===== src/rtl/tmds_period_scheduler_if.sv =====
// Pixel-side bundle between the timing generator, the period scheduler and the
// three TMDS encoders.
//   in_de / in_hsync / in_vsync / in_rgb : raw timing-generator stream
//   out_mode   : encoder mode (0 CTRL, 1 PREAMBLE, 2 GUARD, 3 VIDEO)
//   out_ctl    : CTL3..CTL0 for the encoders
//   out_hsync / out_vsync / out_rgb : re-timed stream toward the encoders
//   err_short_blank : one-cycle pulse, blanking too short for a preamble
// slave  = scheduler side, master = source/sink side (testbench or top level).
interface tmds_period_scheduler_if #(
  parameter int DW = 24
) ();
  logic          in_de;
  logic          in_hsync;
  logic          in_vsync;
  logic [DW-1:0] in_rgb;
  logic [1:0]    out_mode;
  logic [3:0]    out_ctl;
  logic          out_hsync;
  logic          out_vsync;
  logic [DW-1:0] out_rgb;
  logic          err_short_blank;

  modport slave (
    input  in_de, in_hsync, in_vsync, in_rgb,
    output out_mode, out_ctl, out_hsync, out_vsync, out_rgb, err_short_blank
  );

  modport master (
    output in_de, in_hsync, in_vsync, in_rgb,
    input  out_mode, out_ctl, out_hsync, out_vsync, out_rgb, err_short_blank
  );
endinterface


===== src/rtl/tmds_period_scheduler.sv =====
// Per-pixel sequencer for the HDMI TMDS encoders. The input stream is delayed by
// LATENCY cycles so the video preamble and leading guard band fit in front of
// every active run; with hdmi_en=0 the output only alternates CTRL/VIDEO (DVI).
// Ports:
//   pixel_clk : sole clock
//   rst       : synchronous reset, active-high
//   hdmi_en   : 1 inserts preamble/guard, sampled only at a de rise
//   bus       : slave side of tmds_period_scheduler_if (stream in, encoder controls out)
//
// state    | meaning
// CTRL     | blanking, control symbols (out_mode 0)
// PREAMBLE | video preamble, CTL=0001 (out_mode 1)
// GUARD    | leading video guard band (out_mode 2)
// VIDEO    | active pixels (out_mode 3)
module tmds_period_scheduler #(
  parameter int DW           = 24,
  parameter int PREAMBLE_LEN = 8,
  parameter int GUARD_LEN    = 2,
  parameter int CTRL_MIN     = 4
) (
  input  logic pixel_clk,
  input  logic rst,
  input  logic hdmi_en,
  tmds_period_scheduler_if.slave bus
);
  localparam int LATENCY = PREAMBLE_LEN + GUARD_LEN + 1;
  localparam int THR     = LATENCY + CTRL_MIN;
  localparam int BW      = $clog2(THR + 1);
  localparam int CW      = $clog2(PREAMBLE_LEN + GUARD_LEN + 1);

  typedef enum logic [1:0] {
    CTRL     = 2'd0,
    PREAMBLE = 2'd1,
    GUARD    = 2'd2,
    VIDEO    = 2'd3
  } state_t;

  state_t        state, state_nx;
  logic [CW-1:0] phase_cnt, phase_cnt_nx;

  // Stage i holds the input sampled i edges ago; stage LATENCY drives the outputs.
  logic [LATENCY-1:0] de_dl;
  logic [LATENCY:0]   hs_dl;
  logic [LATENCY:0]   vs_dl;
  logic [DW-1:0]      rgb_dl [LATENCY+1];

  logic [BW-1:0] blank_cnt;
  logic          rise;
  logic          blank_ok;
  logic          qual_rise;
  logic          short_rise;
  logic          err_q;

  // de_dl[0] is the de of the previous edge, so this is a rise at the current edge.
  assign rise     = bus.in_de & ~de_dl[0];
  // blank_cnt here is the pre-edge value, as needed for qualification.
  assign blank_ok = (blank_cnt >= BW'(THR));

  always_ff @(posedge pixel_clk) begin
    if (rst) begin
      de_dl      <= '0;
      hs_dl      <= '0;
      vs_dl      <= '0;
      for (int i = 0; i <= LATENCY; i++) rgb_dl[i] <= '0;
      blank_cnt  <= '0;
      qual_rise  <= 1'b0;
      short_rise <= 1'b0;
      err_q      <= 1'b0;
    end else begin
      de_dl     <= {de_dl[LATENCY-2:0], bus.in_de};
      hs_dl     <= {hs_dl[LATENCY-1:0], bus.in_hsync};
      vs_dl     <= {vs_dl[LATENCY-1:0], bus.in_vsync};
      rgb_dl[0] <= bus.in_rgb;
      for (int i = 1; i <= LATENCY; i++) rgb_dl[i] <= rgb_dl[i-1];

      if (bus.in_de)
        blank_cnt <= '0;
      else if (blank_cnt != BW'(THR))
        blank_cnt <= blank_cnt + BW'(1);

      // hdmi_en is only looked at here, so mid-line toggles have no effect.
      qual_rise  <= rise & hdmi_en & blank_ok;
      short_rise <= rise & hdmi_en & ~blank_ok;
      err_q      <= short_rise;
    end
  end

  always_ff @(posedge pixel_clk) begin
    if (rst) begin
      state     <= CTRL;
      phase_cnt <= '0;
    end else begin
      state     <= state_nx;
      phase_cnt <= phase_cnt_nx;
    end
  end

  // de_dl[LATENCY-1] is the de that reaches the outputs on the coming edge, so
  // CTRL/VIDEO switches line up with the delayed pixels.
  always_comb begin
    state_nx     = state;
    phase_cnt_nx = phase_cnt;
    case (state)
      CTRL: begin
        if (qual_rise) begin
          state_nx     = PREAMBLE;
          phase_cnt_nx = CW'(PREAMBLE_LEN - 1);
        end else if (de_dl[LATENCY-1]) begin
          state_nx = VIDEO;
        end
      end
      PREAMBLE: begin
        if (phase_cnt == '0) begin
          state_nx     = GUARD;
          phase_cnt_nx = CW'(GUARD_LEN - 1);
        end else begin
          phase_cnt_nx = phase_cnt - CW'(1);
        end
      end
      GUARD: begin
        if (phase_cnt == '0)
          state_nx = VIDEO;
        else
          phase_cnt_nx = phase_cnt - CW'(1);
      end
      VIDEO: begin
        if (!de_dl[LATENCY-1]) state_nx = CTRL;
      end
      default: state_nx = CTRL;
    endcase
  end

  assign bus.out_mode        = state;
  assign bus.out_ctl         = (state == PREAMBLE) ? 4'b0001 : 4'b0000;
  assign bus.out_hsync       = hs_dl[LATENCY];
  assign bus.out_vsync       = vs_dl[LATENCY];
  assign bus.out_rgb         = (state == VIDEO) ? rgb_dl[LATENCY] : '0;
  assign bus.err_short_blank = err_q;
endmodule

===== src/flat_wrapper.sv =====
// flat-port wrapper written by rule: the top's interface ports become plain ports
module tmds_period_scheduler_flat 
#(
  parameter int DW           = 24,
  parameter int PREAMBLE_LEN = 8,
  parameter int GUARD_LEN    = 2,
  parameter int CTRL_MIN     = 4
)
  (pixel_clk, rst, hdmi_en, bus_in_de, bus_in_hsync, bus_in_vsync, bus_in_rgb, bus_out_mode, bus_out_ctl, bus_out_hsync, bus_out_vsync, bus_out_rgb, bus_err_short_blank);
  tmds_period_scheduler_if #(.DW(DW)) bus_i ();
  input  logic pixel_clk;
  input  logic rst;
  input  logic hdmi_en;
  input wire logic [$bits(bus_i.in_de)-1:0] bus_in_de;
  input wire logic [$bits(bus_i.in_hsync)-1:0] bus_in_hsync;
  input wire logic [$bits(bus_i.in_vsync)-1:0] bus_in_vsync;
  input wire logic [$bits(bus_i.in_rgb)-1:0] bus_in_rgb;
  output wire logic [$bits(bus_i.out_mode)-1:0] bus_out_mode;
  output wire logic [$bits(bus_i.out_ctl)-1:0] bus_out_ctl;
  output wire logic [$bits(bus_i.out_hsync)-1:0] bus_out_hsync;
  output wire logic [$bits(bus_i.out_vsync)-1:0] bus_out_vsync;
  output wire logic [$bits(bus_i.out_rgb)-1:0] bus_out_rgb;
  output wire logic [$bits(bus_i.err_short_blank)-1:0] bus_err_short_blank;
  assign bus_i.in_de = bus_in_de;
  assign bus_i.in_hsync = bus_in_hsync;
  assign bus_i.in_vsync = bus_in_vsync;
  assign bus_i.in_rgb = bus_in_rgb;
  assign bus_out_mode = bus_i.out_mode;
  assign bus_out_ctl = bus_i.out_ctl;
  assign bus_out_hsync = bus_i.out_hsync;
  assign bus_out_vsync = bus_i.out_vsync;
  assign bus_out_rgb = bus_i.out_rgb;
  assign bus_err_short_blank = bus_i.err_short_blank;
  tmds_period_scheduler #(.DW(DW), .PREAMBLE_LEN(PREAMBLE_LEN), .GUARD_LEN(GUARD_LEN), .CTRL_MIN(CTRL_MIN)) u_core (.pixel_clk(pixel_clk), .rst(rst), .hdmi_en(hdmi_en), .bus(bus_i));
endmodule

===== config.mk =====
export PLATFORM = sky130hd
export DESIGN_NAME = tmds_period_scheduler_flat
export DESIGN_NICKNAME = d
export VERILOG_FILES = /design/src/rtl/tmds_period_scheduler_if.sv /design/src/rtl/tmds_period_scheduler.sv /design/src/flat_wrapper.sv
export SDC_FILE = /design/constraint.sdc
export NUM_CORES = 1
export LEC_CHECK = 0
export CAP_MARGIN = 20
export CORE_AREA = 5 5 133 261
export CTS_CLUSTER_SIZE = 24
export DETAILED_ROUTE_END_ITERATION = 10
export DIE_AREA = 0 0 138 266
export PLACE_DENSITY = 0.45
export SETUP_SLACK_MARGIN = 0.1
export SYNTH_ARGS = -nofsm -noshare
export SYNTH_HDL_FRONTEND = slang
export SYNTH_SLANG_ARGS = --single-unit

===== constraint.sdc =====
create_clock -name pixel_clk -period 1.7 [get_ports pixel_clk]
set_input_delay 0.34 -clock pixel_clk [delete_from_list [all_inputs] [get_ports pixel_clk]]
set_output_delay 0.34 -clock pixel_clk [all_outputs]
set_load 0.02 [all_outputs]

=== Word level (Yosys, flattened, before mapping) ===
Memories as Yosys holds them, arrays and structs flattened.
Index checks and enable logic that the tools add are counted.
W data, S select, Z words.

* Add/subtract/negate cells: 2
* Magnitude comparators: 1
* Equality and inequality tests: 10
* Multiplexer cells: 27
* Bitwise gates (word level): 18
* Reduce and logical (&&, ||, !) cells: 6

{| class="wikitable"
|+ Operators by type and width
! cell !! number
|-
| $mux W24 || 13
|-
| $mux W4 || 3
|-
| $or A1 B1 Y1 || 12
|-
| $pmux W4 S3 || 1
|-
| $mux W2 || 5
|-
| $pmux W2 S4 || 1
|-
| $ne A2 B1 Y1 const B || 3
|-
| $add A4 B1 Y4 const B || 1
|-
| $and A1 B1 Y1 || 4
|-
| $eq A2 B2 Y1 const B || 2
|-
| $ge A4 B4 Y1 const B || 1
|-
| $logic_not A4 Y1 || 1
|-
| $mux W1 || 4
|-
| $ne A2 B2 Y1 const B || 2
|-
| $ne A4 B4 Y1 const B || 1
|-
| $reduce_and A4 Y1 || 1
|-
| $sub A4 B1 Y4 const B || 1
|-
| $ne A3 B1 Y1 const B || 1
|-
| $reduce_and A3 Y1 || 1
|-
| $reduce_bool A3 Y1 || 1
|-
| $eq A2 B1 Y1 const B || 1
|-
| $logic_not A2 Y1 || 1
|-
| $not A1 Y1 || 2
|-
| $reduce_or A2 Y1 || 1
|}

* Bits in registers: 48
* Memory bits (writable): 288
* Input bits: 30
* Output and inout bits: 33
* Memories kept: 1

{| class="wikitable"
|+ Memories
! name !! depth !! bits a word !! read ports !! clocked after memory_dff !! wr ports !! line !! source
|-
| u_core.rgb_dl || 12 || 24 || 12 || 0 || 12 || tmds_period_scheduler.sv:45 || <nowiki>logic [DW-1:0] rgb_dl [LATENCY+1];</nowiki>
|}

=== Depth between registers and ports, before layout ===
Gate-level depths: netlist of the first run.

* Word-level depth: 4
* Mapped depth: 6
* Depth with buffers taken out: 5

=== Worst setup path before layout of the first run ===
OpenSTA, ideal clock, no wires.

* Path kind: reg2reg
* From: register u_core.state[0] (netlist: u_core.bus.out_mode[0])
* To: register u_core.phase_cnt[2]
* Setup time: 0.088 ns
* Arrival: 1.670 ns
* Data required time: 1.612 ns
* Slack: -0.058 ns
* Cell stages (with the launch flop): 5
* Buffers on the path: 0
* Period minus slack after synthesis: 1.758 ns
* Path through: dfxtp_1 > ha_1 > nor2_2 > or4b_4 > a311oi_2

* Word-level cells in the longest chain between the ends: 3
* Elaborated cells on any way between the ends: 8
* Those cells by class: eq/ne: 4; mux: 1; reduce/logical: 3

{| class="wikitable"
|+ Ends and longest elaborated chain
! element !! line !! source
|-
| start: declaration || tmds_period_scheduler.sv:38 || <nowiki>state_t state, state_nx;</nowiki>
|-
| start signal: assignment || tmds_period_scheduler.sv:93 || <nowiki>state <= state_nx;</nowiki>
|-
| $eq A2 B2 Y1 (tied with other cells) || tmds_period_scheduler.sv:103 || <nowiki>case (state)</nowiki>
|-
| $ne A2 B2 Y1 (no source line) (tied with other cells) || n/a ||
|-
| $reduce_and A3 Y1 (no source line) || n/a ||
|-
| end signal: assignment || tmds_period_scheduler.sv:94 || <nowiki>phase_cnt <= phase_cnt_nx;</nowiki>
|-
| end: declaration || tmds_period_scheduler.sv:39 || <nowiki>logic [CW-1:0] phase_cnt, phase_cnt_nx;</nowiki>
|}

Several ways; a longest one is shown, not always the timed one.
A chain may end at the register's enable or synchronous reset.

=== Final worst setup path of the first run ===
* From: register u_core.state[1] (netlist: u_core.bus.out_mode[1])
* To: output port bus_out_rgb[10]

* Word-level cells in the longest chain between the ends: 2

{| class="wikitable"
|+ Ends and longest elaborated chain
! element !! line !! source
|-
| $eq A2 B2 Y1 || tmds_period_scheduler.sv:137 || <nowiki>assign bus.out_rgb = (state == VIDEO) ? rgb_dl[LATENCY] : '0;</nowiki>
|-
| $mux W24 || tmds_period_scheduler.sv:137 ||
|-
| end: declaration || flat_wrapper.sv:22 || <nowiki>output wire logic [$bits(bus_i.out_rgb)-1:0] bus_out_rgb;</nowiki>
|}

Every way passes these cells.

==> flow_summary.yaml, run 1 <==
floorplanning:
  die_area_sq_mm: 0.0367
  pin_count: 63
  coreArea_sq_mm: 0.0323
  die_w_um: 138
  num_rows: 93
  initial_core_util_pct: 29.6
  die_y_um: 266
grt:
  grt_max_degree: 59
  grt_overflow: 0
  grt_pass1_vias: 4233
  gr-usage-all-layers_pct: 5.97
  grt_pass1_wl_um: 19000
  antenna_found_initial: 0
pwr:
  max-vdd-ir-drop_uv: 830
  p_per_area_mw_per_mm2: 1400
  leakage_nw: 4.67
  fin_total_pwr_mw: 16.6
placed_design:
  placed_area_sq_mm: 0.0107
  gp_congestion: 0.597
  port_buffers: 59
  hpwl_um: 5690
  place_ws_ps: -66.7
sta:
  final_max_slew_viol_count: 0
  finalHoldViolations: 0
  tns_ps: -3040
  layout_setup_ws_ps: -136
  fmax_ghz: 0.545
  finalClockSkew_ps: 8.43
  timing.final.crit_share_pct: 108
  rsz0062_at_grt: "true"
  period_minus_slack_ps: 1840
  setup_viol: 24
worst_setup_path:
  crit_path_max_incr_delay_ps: 340
  critPathLaunchType: "flip-flop"
  critPathKind: "reg -> out"
  end_kind: "output pin"
  worstRegToRegCells: 7
  r2r-end: "u_core.phase_cnt[2]"
  cp.required_ps: 1360
  worstReg2RegStart: "u_core.bus.out_mode[1]"
  critPathSlowestCell: "dfxtp_2"
  crit_path_max_fanout: 25
  r2r_slack_ps: 80
  path_cells: "ha_4 > buf_12 > and2_1 > buf_6"
  crit_arrival_ps: 1500
clocking:
  cts-buffers-inserted: 30
  cts_tree: "done"
  hold_buffers: 0
  clk_latency_ps: 540
  clk_path_buf_depth: 3
  root_buffer: "clkbuf_16"
  clock-sinks: 336
  htree_levels: 1
  cts.clk_slew.worst_paths_ps: 70
detailed_routing:
  drc: 0
  wl_per_cell_um: 8.42
  drt-pass1-iter-count: 4
  vias_per_cell: 3.62
  ant_nets: 0
  route.vias.total: 4747
  wl_um: 11000
  first_iter_violations: 128
synthesis:
  synthCells: 796
  synth.ff_latch_count: 336
  yosysSeqAreaShare_pct: 70.2
  yosys_warnings: 0
  synth_cell_types: 37
  synth-edff-count: 0
  syn_area_per_cell_sq_um: 12.0
  synth-main-ff-cell: "dfxtp_1"
  async_flop_share_pct: 0
  syn-cell-area_sq_mm: 0.00958
final_layout:
  syn2layout_area_growth_pct: 24.0
  insertedDiodeCount: 0
  final_common_cell: "dfxtp_1"
  fin_util_pct: 36.7
  layout.nets: 899
  finalInstanceArea_sq_mm: 0.0119
  nFillCells: 3200
  mostFrequentLayoutCells: "dfxtp_1, nor2b_1, clkbuf_16"
  drive_above_1_share_pct: 12.2
min_path:
  hold_path_depth: 2
  min_from: "rst"
  min_to: "u_core.bus.err_short_blank"
  hp-class: "in -> reg"
run_status:
  violations: "negative setup slack"
  status: "complete, but fails checks"
run:
  cap_violations: 0
==> logic make-up (layout without fill, tap and decap cells) <==
kind of cell             count (synthesis)  after routing  synth area share, %
flip-flops                             336            336                 70.2
other                                    1              3               0.0391
XOR/XNOR                                 1              1               0.0914
adder cells (fa/ha/maj)                  9              9                 1.18
AND/OR/NAND/NOR                        377            377                 24.6
buffers and inverters                   52            137                 2.18
AO/OA/AOI/OAI                           17             17                 1.40
multiplexers                             3              3                0.313
==> cell type report <==
type / count / area [sq um] / area share, %
multi-input combinational: 410 / 2710 / 22.8
timing repair buffer: 73 / 758 / 6.38
inverter: 9 / 36.3 / 0.305
tap: 427 / 534 / 4.50
sequential: 336 / 6730 / 56.6
clock buffer: 48 / 960 / 8.08
clock inverter: 7 / 160 / 1.35
==> synthesized netlist by cell type, types with 3 or more instances <==
cell        n  area, sq um
a31oi_1     4         25.0
and2_1     24          150
buf_4       3         22.5
clkbuf_1   37          139
dfxtp_1   336         6730
ha_1        9          113
inv_1       9         33.8
mux2i_1     3         30.0
nand2_1     5         18.8
nand3_1     3         15.0
nor2b_1   325         2030
nor3_1      3         15.0
==> flip-flops by register name, indices dropped and copies added (netlist names) <==
register                    flops
u_core.phase_cnt                4
u_core.bus.err_short_blank      1
u_core.qual_rise                1
u_core.blank_cnt                4
u_core.rgb_dl                 288
u_core.hs_dl                   12
u_core.bus.out_mode             2
u_core.short_rise               1
u_core.vs_dl                   12
u_core.de_dl                   11
==> critical path: cells and delay by family, from the launching register on <==
kind	cells	cell delay, ps
flip-flops	1	340
adder cells (fa/ha/maj)	1	160
AND/OR/NAND/NOR	1	170
buffers and inverters	2	270
==> power by group <==
part           leakage, nW  internal (mW)  switching [mW]  total, mW
logic                 1.40          0.558           0.614       1.17
registers             2.72           8.03          0.0719       8.10
clock network        0.553           4.60            2.74       7.34
==> layer usage <==
layer	vias up	routed length (um)	global-route usage (%)
met3	35	760	1.67
met4	0	472	3.90
met1	2050	4440	6.04
met2	95	5350	10.7
met5	-	0	0
li1	2567	-	-
==> worst max-delay path by stage <==
stage                           to  slack, ps  depth (start not counted)                   start
2_1_floorplan  u_core.phase_cnt[2]         80                          4  u_core.bus.out_mode[1]
3_3_place_gp       bus_out_rgb[10]        -50                          4  u_core.bus.out_mode[1]
3_5_place_dp       bus_out_rgb[12]        -70                          4  u_core.bus.out_mode[1]
4_1_cts            bus_out_rgb[15]       -180                          4  u_core.bus.out_mode[1]
5_1_grt            bus_out_rgb[21]       -210                          4  u_core.bus.out_mode[1]
6_report           bus_out_rgb[10]       -140                          4  u_core.bus.out_mode[1]
==> per-stage QoR <==
stage,cells,hold WS (ps)
2_1_floorplan,798,414
3_3_place_gp,1255,415
3_5_place_dp,1255,420
4_1_cts,1310,177
5_1_grt,1310,194
6_report,1310,187
==> what timing repair did <==
action	in CTS	in global routing
setup endpoints to repair	31	30
buffers inserted	0	0
resized for setup	156	5
pin swaps	0	0
gates cloned	0	0
Power figures use the tool's default switching activity.
==> run 2, diff against run 1 <==
- PLACE_DENSITY: 0.45 -> 0.46
- clock period: 1.7 -> 1.6 ns (I/O delays scaled with it)
==> run 2 against run 1 <==
Net effect:
- the flow still finishes with violations (negative setup slack)
- sequential power increased by 6.3%
- die area unchanged
- final cell count is 0.23% higher
- routed wire length is 2.8% higher
- sequential share of layout area increased by 0.70 points
- cell area is 1.2% lower
- clock power shrank 8.7%
- register-to-register slack got worse by 180 ps
- global-route usage up 0.37 points
- via count shrank 0.13%
- largest cell class unchanged
- largest power group unchanged
- highest routed layer unchanged
==> flow_summary.yaml, run 2 (synthesized netlist as in run 1, its figures left out) <==
grt:
  grt_pass1_vias: 4442
  antenna_found_initial: 0
  grt_max_degree: 78
  grt_overflow: 0
  grt_pass1_wl_um: 20000
  gr-usage-all-layers_pct: 6.33
floorplanning:
  die_y_um: 266
  initial_core_util_pct: 29.6
  die_area_sq_mm: 0.0367
  die_w_um: 138
  pin_count: 63
  coreArea_sq_mm: 0.0323
  num_rows: 93
placed_design:
  port_buffers: 59
  placed_area_sq_mm: 0.0107
  hpwl_um: 5760
  gp_congestion: 0.584
worst_setup_path:
  end_kind: "output pin"
  critPathKind: "reg -> out"
  critPathLaunchType: "flip-flop"
  r2r-end: "u_core.phase_cnt[2]"
  r2r_slack_ps: -100
  path_delay_family: "flip-flops"
  crit_path_max_incr_delay_ps: 340
  crit_start: "u_core.bus.out_mode[1]"
  cp.required_ps: 1280
  worstRegToRegCells: 7
  worstReg2RegStart: "u_core.bus.out_mode[0]"
  critPathSlowestCell: "dfxtp_2"
  crit_path_max_fanout: 25
  critical_path_buf_inv_count: 2
  path_cells: "ha_4 > buf_12 > and2_1 > buf_2"
  crit_arrival_ps: 1490
sta:
  timing.final.crit_share_pct: 113
  finalHoldViolations: 0
  tns_ps: -5240
  setup_viol: 27
  fmax_ghz: 0.552
  final_max_slew_viol_count: 0
  rsz0062_at_grt: "true"
  layout_setup_ws_ps: -213
  period_minus_slack_ps: 1810
  finalClockSkew_ps: 6.65
detailed_routing:
  drc: 0
  ant_nets: 0
  dr_wl_met2_um: 5500
  highest-signal-layer: "met4"
  drt-pass1-iter-count: 4
  route.vias.total: 4741
  first_iter_violations: 136
  wl_per_cell_um: 8.64
  vias_per_cell: 3.61
  wl_um: 11300
  route.met3.wl_um: 720
  met1_length_um: 4520
final_layout:
  final_common_cell: "dfxtp_1"
  fin_util_pct: 36.3
  nFillCells: 3221
  mostFrequentLayoutCells: "dfxtp_1, nor2b_1, clkbuf_16"
  drive_above_1_share_pct: 13.9
  syn2layout_area_growth_pct: 22.5
  largest-register: "u_core.rgb_dl"
  top_regs: "u_core.rgb_dl x288, u_core.hs_dl x12, u_core.vs_dl x12"
  layout.nets: 903
  largest_reg_flops: 288
  finalInstanceArea_sq_mm: 0.0117
  insertedDiodeCount: 0
run:
  cap_violations: 0
pwr:
  max-vdd-ir-drop_uv: 907
  p_per_area_mw_per_mm2: 1440
  leakage_nw: 4.60
  fin_total_pwr_mw: 16.9
clocking:
  clk_latency_ps: 540
  root_buffer: "clkbuf_16"
  clock-sinks: 336
  cts_tree: "done"
  clk_path_buf_depth: 3
  hold_buffers: 0
  cts-buffers-inserted: 29
  cts.clk_slew.worst_paths_ps: 70
  htree_levels: 1
min_path:
  hold_path_depth: 2
  min_from: "rst"
  min_to: "u_core.hs_dl[10]"
  hp-class: "in -> reg"
run_status:
  violations: "negative setup slack"
  status: "complete, but fails checks"
-- run 2: cell count changes in the layout (fill, tap and decap cells not counted), moves of 3 or more --
cell,before,now
clkinv_2,2,8
buf_4,8,14
buf_6,19,11
clkdlybuf4s15_2,0,3
bufinv_16,5,0
dlygate4sd2_1,3,0
buf_2,7,17
-- run 2: timing repair --
| action | 4_1_cts | 5_1_grt |
|---|---|---|
| resized for setup | 150 | 8 |
| pin swaps | 2 | 2 |
| hold endpoints to repair | 0 | 0 |
| buffers inserted | 2 | 3 |
| setup endpoints to repair | 36 | 33 |
-- run 2: how the worst max path moves through the flow --
stage	end	slack (ps)	depth (start not counted)
6_report	bus_out_rgb[9]	-210	4
5_1_grt	bus_out_rgb[9]	-300	4
4_1_cts	bus_out_rgb[9]	-270	4
3_5_place_dp	bus_out_rgb[11]	-130	4
3_3_place_gp	bus_out_rgb[12]	-120	4
2_1_floorplan	u_core.phase_cnt[2]	110	4
-- run 2: power breakdown --
group,switching [mW],internal [mW]
combinational,0.808,0.807
sequential,0.0812,8.53
clock,2.90,3.79
-- run 2: layer usage --
layer,vias to the layer above,global-route usage (%)
met5,-,0
met4,0,4.70
met3,40,1.87
met2,93,11.1
met1,2044,6.33
li1,2564,-
-- run 2: per-stage QoR --
stage / hold slack (ps) / instances / worst slack, ps
floorplan: 397 / 798 / 110
global placement: 416 / 1255 / -117
detailed placement: 420 / 1255 / -128
CTS: 114 / 1310 / -266
global route: 137 / 1313 / -296
finish: 140 / 1313 / -213
-- run 2: final cells by class --
class                           instances  area [sq um]  area share (%)
Timing Repair Buffer                   78           723            6.16
Tap cell                              427           534            4.55
Clock inverter                         10          57.6           0.490
Multi-Input combinational cell        410          2780            23.7
Clock buffer                           43           878            7.48
Inverter                                9          38.8           0.330
Sequential cell                       336          6730            57.3
-- run 2: worst reg2reg max path, cell delays in order (launching register included) --
cell,delay (ps)
dfxtp_2,340
buf_4,130
buf_6,130
inv_6,70
ha_4,180
nor2_4,70
or4b_4,510
a311oi_2,190
